==> config.mk <==
export PLATFORM = sky130hd
export DESIGN_NAME = ex_muldiv_unit_flat
export DESIGN_NICKNAME = d
export VERILOG_FILES = /design/src/rtl/ex_muldiv_unit_if.sv /design/src/rtl/ex_muldiv_unit.sv /design/src/flat_wrapper.sv
export SDC_FILE = /design/constraint.sdc
export NUM_CORES = 1
export LEC_CHECK = 0
export CAP_MARGIN = 20
export CORE_ASPECT_RATIO = 1.2
export CORE_MARGIN = 1
export CORE_UTILIZATION = 65
export CTS_CLUSTER_DIAMETER = 150
export DETAILED_ROUTE_END_ITERATION = 10
export PLACE_DENSITY_LB_ADDON = 0.1
export SLEW_MARGIN = 20
export SYNTH_ARGS = -nofsm -noshare
export SYNTH_HDL_FRONTEND = slang
export SYNTH_SLANG_ARGS = --single-unit
==> constraint.sdc <==
create_clock -name clk_i -period 7.7 [get_ports clk_i]
set_input_delay 2.31 -clock clk_i [delete_from_list [all_inputs] [get_ports clk_i]]
set_output_delay 2.31 -clock clk_i [all_outputs]
set_load 0.01 [all_outputs]
==> src/rtl/ex_muldiv_unit_if.sv <==
// Operand/result bundle between the ID/EX register and the EX-stage mul/div unit.
interface ex_muldiv_unit_if #(
  parameter int XLEN = 32
);
  logic            start_i;
  logic            flush_i;
  logic [XLEN-1:0] rs1_i;
  logic [XLEN-1:0] rs2_i;
  logic [2:0]      funct3_i;
  logic [4:0]      rd_i;
  logic            stall_o;
  logic            valid_o;
  logic [XLEN-1:0] result_o;
  logic [4:0]      rd_o;

  // Pipeline side: presents the instruction, observes stall and the result.
  modport master (
    output start_i, flush_i, rs1_i, rs2_i, funct3_i, rd_i,
    input  stall_o, valid_o, result_o, rd_o
  );

  // Unit side.
  modport slave (
    input  start_i, flush_i, rs1_i, rs2_i, funct3_i, rd_i,
    output stall_o, valid_o, result_o, rd_o
  );
endinterface

==> src/rtl/ex_muldiv_unit.sv <==
// Iterative RV32M multiply/divide unit: radix-2 shift-add multiply and
// restoring division over magnitudes, with sign fix-up on the final iteration.
// Fixed latency: result valid 32 cycles after acceptance.
module ex_muldiv_unit #(
  parameter int XLEN = 32
) (
  input  logic             clk_i,
  input  logic             rst_i,
  ex_muldiv_unit_if.slave  bus
);

  localparam logic [1:0] S_IDLE = 2'd0;
  localparam logic [1:0] S_BUSY = 2'd1;
  localparam logic [1:0] S_DONE = 2'd2;

  logic [1:0]      state_q, state_d;
  logic [5:0]      cnt_q, cnt_d;
  logic [2:0]      op_q, op_d;
  logic            neg_q, neg_d;
  logic [XLEN:0]   hi_q, hi_d;     // mul: running upper product / div: partial remainder
  logic [XLEN-1:0] lo_q, lo_d;     // mul: multiplier shifting out / div: dividend -> quotient
  logic [XLEN-1:0] m_q, m_d;       // mul: multiplicand / div: divisor (magnitudes)
  logic [4:0]      rd_q, rd_d;
  logic [XLEN-1:0] res_q, res_d;
  logic [4:0]      rdo_q, rdo_d;

  logic            accept;
  logic            s1, s2, a_neg, b_neg, start_neg;
  logic [XLEN-1:0] mag1, mag2;
  logic [XLEN:0]   mul_sum, div_rs, step_hi;
  logic [XLEN+1:0] div_diff;
  logic            div_ok;
  logic [XLEN-1:0] step_lo, final_res;
  logic [2*XLEN-1:0] prod_s;

  function automatic logic [XLEN-1:0] cneg(input logic n, input logic [XLEN-1:0] v);
    return n ? (~v + XLEN'(1)) : v;
  endfunction

  function automatic logic [2*XLEN-1:0] cneg2(input logic n, input logic [2*XLEN-1:0] v);
    return n ? (~v + (2*XLEN)'(1)) : v;
  endfunction

  assign accept      = (state_q == S_IDLE) && bus.start_i && !bus.flush_i;
  assign bus.stall_o = accept || (state_q == S_BUSY);
  assign bus.valid_o = (state_q == S_DONE);
  assign bus.result_o = res_q;
  assign bus.rd_o     = rdo_q;

  // Operand decode at acceptance: which operands are signed, magnitudes, result sign.
  always_comb begin
    s1 = (bus.funct3_i == 3'b001) || (bus.funct3_i == 3'b010) ||
         (bus.funct3_i == 3'b100) || (bus.funct3_i == 3'b110);
    s2 = (bus.funct3_i == 3'b001) || (bus.funct3_i == 3'b100) ||
         (bus.funct3_i == 3'b110);
    a_neg = s1 && bus.rs1_i[XLEN-1];
    b_neg = s2 && bus.rs2_i[XLEN-1];
    mag1  = cneg(a_neg, bus.rs1_i);
    mag2  = cneg(b_neg, bus.rs2_i);
    if (!bus.funct3_i[2]) begin
      start_neg = a_neg ^ b_neg;
    end else if (bus.funct3_i[1]) begin
      // Remainder follows the dividend, also for a zero divisor (gives rs1 back).
      start_neg = a_neg;
    end else begin
      // Zero divisor must yield all ones, so never negate the quotient then.
      start_neg = (a_neg ^ b_neg) && (bus.rs2_i != '0);
    end
  end

  // One radix-2 iteration plus sign correction of the would-be final value.
  always_comb begin
    mul_sum  = lo_q[0] ? (hi_q + {1'b0, m_q}) : hi_q;
    div_rs   = {hi_q[XLEN-1:0], lo_q[XLEN-1]};
    div_diff = {1'b0, div_rs} - {2'b00, m_q};
    div_ok   = !div_diff[XLEN+1];
    if (op_q[2]) begin
      step_hi = div_ok ? div_diff[XLEN:0] : div_rs;
      step_lo = {lo_q[XLEN-2:0], div_ok};
    end else begin
      step_hi = {1'b0, mul_sum[XLEN:1]};
      step_lo = {mul_sum[0], lo_q[XLEN-1:1]};
    end
    prod_s = cneg2(neg_q, {step_hi[XLEN-1:0], step_lo});
    case (op_q)
      3'b000:          final_res = prod_s[XLEN-1:0];
      3'b100, 3'b101:  final_res = cneg(neg_q, step_lo);
      3'b110, 3'b111:  final_res = cneg(neg_q, step_hi[XLEN-1:0]);
      default:         final_res = prod_s[2*XLEN-1:XLEN];
    endcase
  end

  // Control FSM and datapath next-state.
  always_comb begin
    state_d = state_q;
    cnt_d   = cnt_q;
    op_d    = op_q;
    neg_d   = neg_q;
    hi_d    = hi_q;
    lo_d    = lo_q;
    m_d     = m_q;
    rd_d    = rd_q;
    res_d   = res_q;
    rdo_d   = rdo_q;
    case (state_q)
      S_IDLE: begin
        if (accept) begin
          state_d = S_BUSY;
          cnt_d   = '0;
          op_d    = bus.funct3_i;
          neg_d   = start_neg;
          hi_d    = '0;
          lo_d    = bus.funct3_i[2] ? mag1 : mag2;
          m_d     = bus.funct3_i[2] ? mag2 : mag1;
          rd_d    = bus.rd_i;
        end
      end
      S_BUSY: begin
        if (bus.flush_i) begin
          state_d = S_IDLE;
        end else begin
          hi_d  = step_hi;
          lo_d  = step_lo;
          cnt_d = cnt_q + 6'd1;
          if (cnt_q == 6'd31) begin
            res_d   = final_res;
            rdo_d   = rd_q;
            state_d = S_DONE;
          end
        end
      end
      default: state_d = S_IDLE;
    endcase
  end

  // State registers; reset discards any in-flight operation.
  always_ff @(posedge clk_i or negedge rst_i) begin
    if (!rst_i) begin
      state_q <= S_IDLE;
      cnt_q   <= '0;
      op_q    <= '0;
      neg_q   <= 1'b0;
      hi_q    <= '0;
      lo_q    <= '0;
      m_q     <= '0;
      rd_q    <= '0;
      res_q   <= '0;
      rdo_q   <= '0;
    end else begin
      state_q <= state_d;
      cnt_q   <= cnt_d;
      op_q    <= op_d;
      neg_q   <= neg_d;
      hi_q    <= hi_d;
      lo_q    <= lo_d;
      m_q     <= m_d;
      rd_q    <= rd_d;
      res_q   <= res_d;
      rdo_q   <= rdo_d;
    end
  end

endmodule

==> src/flat_wrapper.sv <==
// flat-port wrapper written by rule: the top's interface ports become plain ports
module ex_muldiv_unit_flat 
#(
  parameter int XLEN = 32
)
  (clk_i, rst_i, bus_start_i, bus_flush_i, bus_rs1_i, bus_rs2_i, bus_funct3_i, bus_rd_i, bus_stall_o, bus_valid_o, bus_result_o, bus_rd_o);
  ex_muldiv_unit_if #(.XLEN(XLEN)) bus_i ();
  input  logic clk_i;
  input  logic rst_i;
  input wire logic [$bits(bus_i.start_i)-1:0] bus_start_i;
  input wire logic [$bits(bus_i.flush_i)-1:0] bus_flush_i;
  input wire logic [$bits(bus_i.rs1_i)-1:0] bus_rs1_i;
  input wire logic [$bits(bus_i.rs2_i)-1:0] bus_rs2_i;
  input wire logic [$bits(bus_i.funct3_i)-1:0] bus_funct3_i;
  input wire logic [$bits(bus_i.rd_i)-1:0] bus_rd_i;
  output wire logic [$bits(bus_i.stall_o)-1:0] bus_stall_o;
  output wire logic [$bits(bus_i.valid_o)-1:0] bus_valid_o;
  output wire logic [$bits(bus_i.result_o)-1:0] bus_result_o;
  output wire logic [$bits(bus_i.rd_o)-1:0] bus_rd_o;
  assign bus_i.start_i = bus_start_i;
  assign bus_i.flush_i = bus_flush_i;
  assign bus_i.rs1_i = bus_rs1_i;
  assign bus_i.rs2_i = bus_rs2_i;
  assign bus_i.funct3_i = bus_funct3_i;
  assign bus_i.rd_i = bus_rd_i;
  assign bus_stall_o = bus_i.stall_o;
  assign bus_valid_o = bus_i.valid_o;
  assign bus_result_o = bus_i.result_o;
  assign bus_rd_o = bus_i.rd_o;
  ex_muldiv_unit #(.XLEN(XLEN)) u_core (.clk_i(clk_i), .rst_i(rst_i), .bus(bus_i));
endmodule
# ---- Word-level counts from Yosys, hierarchy flattened
# Index checks and enable logic that the tools add are counted.
dict set report word_totals {
  regBits 151
  input_bits 76
  out_inout_bits 39
  wordCells 89
}
dict set report op_classes {
  add_sub_neg 8
  eq_ne 14
  mux 27
  n_bitwise 7
  n_reduce_logical 23
}
# cell count
set op_table {}
lappend op_table {{$mux 32} 9}
lappend op_table {{$mux 33} 5}
lappend op_table {{$add 32x1->32 const B} 4}
lappend op_table {{$not 32->32} 4}
lappend op_table {{$pmux 32 s3} 1}
lappend op_table {{$pmux 33 s2} 1}
lappend op_table {{$add 64x1->64 const B} 1}
lappend op_table {{$mux 64} 1}
lappend op_table {{$not 64->64} 1}
lappend op_table {{$pmux 32 s2} 1}
lappend op_table {{$sub 33x32->34} 1}
lappend op_table {{$add 33x32->33} 1}
lappend op_table {{$reduce_bool 32->1} 1}
lappend op_table {{$eq 3x3->1 const B} 6}
lappend op_table {{$mux 6} 2}
lappend op_table {{$pmux 6 s2} 1}
lappend op_table {{$add 6x1->6 const B} 1}
lappend op_table {{$eq 6x5->1 const B} 1}
lappend op_table {{$logic_or 1x1->1} 6}
lappend op_table {{$mux 2} 3}
lappend op_table {{$reduce_and 3->1} 2}
lappend op_table {{$logic_and 1x1->1} 5}
lappend op_table {{$pmux 2 s2} 1}
lappend op_table {{$reduce_and 2->1} 2}
lappend op_table {{15 further kinds} 18}

# ---- Depth between registers and ports, before layout
dict set report logic_depth {
  depth_word 9
  ltp_mapped 23
  ltp_nobuf 20
}

# ---- Worst setup path after synthesis
# OpenSTA, ideal clock, no wires.
dict set report synth_timing {
  path_kind {input to output}
  startpoint {input port bus_flush_i}
  endpoint {output port bus_stall_o}
  t_arrival_ns 3.494
  required_ns 5.390
  slack_ns 1.896
  path_stages 4
  path_buffers 2
  cell_sequence {or4b_2 -> clkbuf_1 -> clkbuf_1 -> nand2_1}
}
dict set report synth_via {
  elab_chain_cells 3
}
# element line
set synth_lines {}
lappend synth_lines {{from (decl)} flat_wrapper.sv:11} ;# input wire logic [$bits(bus_i.flush_i)-1:0] bus_flush_i;
lappend synth_lines {{$logic_not 1->1} ex_muldiv_unit.sv:44} ;# assign accept = (state_q == S_IDLE) && bus.start_i && !bus.flush_i;
lappend synth_lines {{$logic_and 1x1->1} ex_muldiv_unit.sv:44}
lappend synth_lines {{$logic_or 1x1->1} ex_muldiv_unit.sv:45} ;# assign bus.stall_o = accept || (state_q == S_BUSY);
lappend synth_lines {{to (decl)} flat_wrapper.sv:16} ;# output wire logic [$bits(bus_i.stall_o)-1:0] bus_stall_o;
# No other way between the ends.

# ---- Worst setup path after layout
# Same ends and word-level chain as after synthesis.

==> results list <==
- RSZ-0062 raised after global routing: false
- Maximum resistive drop on vdd: approximately 0.23 mV
- WP data arrival: 4.32 ns
- In this run the standard cell core region covers 24830 sq um.
- The worst setup path is captured at an output port.
- Distinct cells, synth: 118
- Counting cells, the worst reg-to-reg path comes to 20.
* Global-route wire length before repair: 94.76 mm
- Part of the Yosys area used for sequential elements: 0.2293
- Die ar.: ~26000 sq um
* Count of pins over their slew limit: 0
- Summed over all nets, the half-perimeter wirelength after detailed placement is 45.20 mm.
- The number of hold buffers added after CTS was 0.
- Overall Global Routing Usage: 0.4703
- The number of placed instances, taps included, is ~2500.
- The count of cells in the finished layout, fillers not included, comes to 2558.
* Number of routed nets with antenna violations: 0
- The die is 176.4 um tall.
- Entering global routing, the biggest net connects 96 pins.
- The first detailed-routing pass took 7 iterations.
* Inserted Diodes: 0
- Of the available clock period, the critical path in the final layout requires 0.8608.
- Total power: 0.007123 W
* Crit Path Max Fanout: 4
- # rows: 63
- Worst-Margin Slew: 1.289 ns
* Area overhead of the layout relative to synthesis: 10.91%
- On the final layout, the worst clock skew is 0.01896 ns.
- Sequential share of power: 0.181
* Endpoint of the most critical register-to-register path: u_core.bus.result_o[4]$_DFFE_PN0P_
- In the routed design, unresolved DRC markers number 0.
- The number of antenna violations at the first check in global routing was 0.
* Filler cell count: 2017
- Root Driver: clkbuf_16
* CTS clk-pin slew, worst paths: approximately 0.09 ns
- Minimum clock period: 6.629 ns
- Timing would allow up to 0.1509 GHz.
- Count of flip-flops with a built-in enable after synthesis: 0
- During synthesis, Yosys emitted a total of 0 warnings.
- Buffers inserted during clock tree synthesis total 17.
* Total power divided by cell area: 389.8 nW/um^2
- Run status: finished, final reports clean
* Total number of H-tree levels: 4
- Async set-or-reset flop fraction in the synthesized netlist: 1.000
- Power share of the combinational group: 0.693
- Insertion delay of the later-clocked pin in the worst-skew pair: 0.46 ns
- Net Sw Power: approximately 0.0040 W
- Most instantiated library cell after synthesis: nand2_1
* Via count: 18350
* CTS sink cnt: 151
- Post-CTS Setup Inserts: 0
* Horiz. Die Dim: between 100 and 150 um
- Setup slack of the most critical reg-to-reg path: 1.91 ns
- Via density: 7.174
- Of the post-synthesis cell area, the dominant cell type holds 0.2293.
- During placement, the flow inserted port buffers numbering 114.
- Internal Power: a little over 0.003 W
- Sequential Area: 3785 sq um
* Synth top cells by count: nand2_1, nor2_1, a21oi_1, o21ai_0, dfrtp_1
* Placer's final routability congestion estimate: 1.033
- Startpoint type of the worst setup path: input port
- Tightest Hold Check Type: flip-flop to flip-flop
- Mean routed wirelength per cell: 23.92 um
* Cell type with the largest total area after synthesis: dfrtp_1
- Static leakage power: 7.413 nW
- Number of synthesized register bits: 151
- The initial utilization of the core area, before any placement, comes to 0.6636.
- Worst setup path category: input port to output port
- Maximum root-to-sink buffer count: 2
- Top cells by area, synth: dfrtp_1, nand2_1, a21oi_1, o21ai_0, ha_1
- Of the total power, the share spent switching nets is 0.5624.
- Final routed wirelength across all metal layers: roughly 61 mm
- The tool flagged a number of max-cap violations equal to 0.
- The worst hold path begins at u_core.rd_q[1]$_DFFE_PN0P_.
- After clock tree synthesis, the repair step resized 0 gates.
* Top-level I/O count: 115
* Number of global-route vias before repair: 17220
* Count of mapped cells out of synthesis: between 2000 and 2500
- In the final design database the tool counted 2367 nets.
- Remaining global-route overflow: 0
* Predominant post-synthesis flop cell: dfrtp_1
- R2R Path Start: u_core.m_q[20]$_DFFE_PN0P_
- DRC marker count from the first detailed-route iteration: 2281
- The final count of hold timing violations is 0.
* Clock tree from TritonCTS: yes
- Setup violations remaining at the end of the flow were counted as 0.
- Along the worst hold path, the cell count comes to 2.
- Worst-case hold path end point: u_core.bus.rd_o[1]$_DFFE_PN0P_
- Max-slew headroom: 0.1364
* Required time at the worst-slack endpoint: 5.39 ns
* Post-Syn Area: around 16000 sq um
* Clock share of power: 0.126
- Share of layout cells above drive strength 1: 0.07165
- After routing the design area is 18280 sq um.
- Mapped Avg Cell Area: 7.496 sq um
* Final setup TNS: 0 ns
* Instance area after placement: 17660 sq um
- Net Count, Synth: around 2300
- In the final layout, the multi-input gates occupy roughly 12000 sq um.
-- sequential cells by signal, summed over array words and instances (netlist names) --
| name | count |
|---|---|
| u_core.bus.rd_o | 5 |
| u_core.bus.result_o | 32 |
| u_core.cnt_q | 6 |
| u_core.hi_q | 33 |
| u_core.lo_q | 32 |
| u_core.m_q | 32 |
| u_core.neg_q | 1 |
| u_core.op_q | 3 |
| u_core.rd_q | 5 |
| u_core.state_q | 2 |
-- kinds of logic (layout without fill, tap and decap cells) --
| family | count (synthesis) | in the layout | share of synthesized area |
|---|---|---|---|
| muxes | 82 | 82 | 0.05095 |
| DFF | 151 | 151 | 0.2293 |
| and+or+nand+nor | 793 | 793 | 0.2354 |
| AOI/OAI and AO/OA | 759 | 759 | 0.3068 |
| buffers and inverters | 209 | 244 | 0.05202 |
| adders and majority gates | 71 | 71 | 0.05483 |
| xor gates and xnor gates | 133 | 133 | 0.07070 |
-- worst max-delay path by stage --
stage | from | endpoint | slack (ns) | cells after the start
5_1_grt | bus_flush_i | bus_stall_o | 1.09 | 4
3_3_place_gp | bus_flush_i | bus_stall_o | 1.13 | 4
6_report | bus_flush_i | bus_stall_o | 1.07 | 4
3_5_place_dp | bus_flush_i | bus_stall_o | 1.11 | 4
2_1_floorplan | bus_flush_i | bus_stall_o | 1.90 | 4
4_1_cts | bus_flush_i | bus_stall_o | 1.11 | 4
-- per-layer routing --
layer / global-route usage / routed length (um)
met5: 0 / 0
met4: 0.3290 / 4462
met3: 0.1072 / 7195
met2: 0.7366 / 27610
met1: 0.5726 / 21920
-- cell type report --
class / count / share of cell area
Multi-Input combinational cell: 1838 / 0.6494
Sequential cell: 151 / 0.2071
Timing Repair Buffer: 139 / 0.07250
Clock buffer: 17 / 0.02328
Tap cell: 325 / 0.02225
Inverter: 73 / 0.01499
Clock inverter: 15 / 0.01048
-- power groups by stage --
stage | Clock, W | Sequential [W] | Combinational [W]
floorplan | 0 | 0.00114 | 0.00350
global placement | 0 | 0.00126 | 0.00456
detailed placement | 0 | 0.00128 | 0.00467
CTS | 0.000890 | 0.00127 | 0.00472
global route | 0.000922 | 0.00130 | 0.00524
finish | 0.000898 | 0.00129 | 0.00493
-- worst max-delay path: stages --
cell and delay [ns]:
clkdlybuf4s50_1 0.47, or4b_2 0.68, nand2_1 0.25, clkdlybuf4s50_1 0.60
-- placed cells by master (no fill, tap or decap), types with 7 or more instances in the layout --
master / instances
a21oi_1: 197
a22oi_1: 10
nor4_1: 26
o2111ai_1: 7
o21ai_1: 21
nor3_1: 59
mux2i_1: 67
ha_1: 69
or2_2: 11
and2_1: 15
mux2_2: 15
o211ai_1: 23
and3_1: 20
dfrtp_1: 148
inv_1: 71
a211oi_1: 33
or4_1: 10
a221oi_1: 8
xnor2_1: 68
a31oi_1: 37
o31a_1: 11
buf_4: 25
nand4_1: 27
o221ai_1: 7
o31ai_1: 35
o22ai_1: 7
clkbuf_16: 17
clkdlybuf4s50_1: 112
nand3_1: 44
o21ai_0: 186
nor2b_1: 10
nand2_1: 270
o21a_1: 22
xor2_1: 65
or3_1: 28
a21o_1: 26
nor2_1: 196
a22o_1: 21
nand2b_1: 24
-- stage by stage --
stage	hold WS, ns	util	worst slack (ns)
6_report	0.4776	0.7360	1.072
5_1_grt	0.5079	0.7360	1.089
4_1_cts	0.4785	0.7360	1.106
3_5_place_dp	0.4597	0.7112	1.110
3_3_place_gp	0.4485	0.7112	1.131
2_1_floorplan	0.4386	-	1.896
Power figures use the tool's default switching activity.
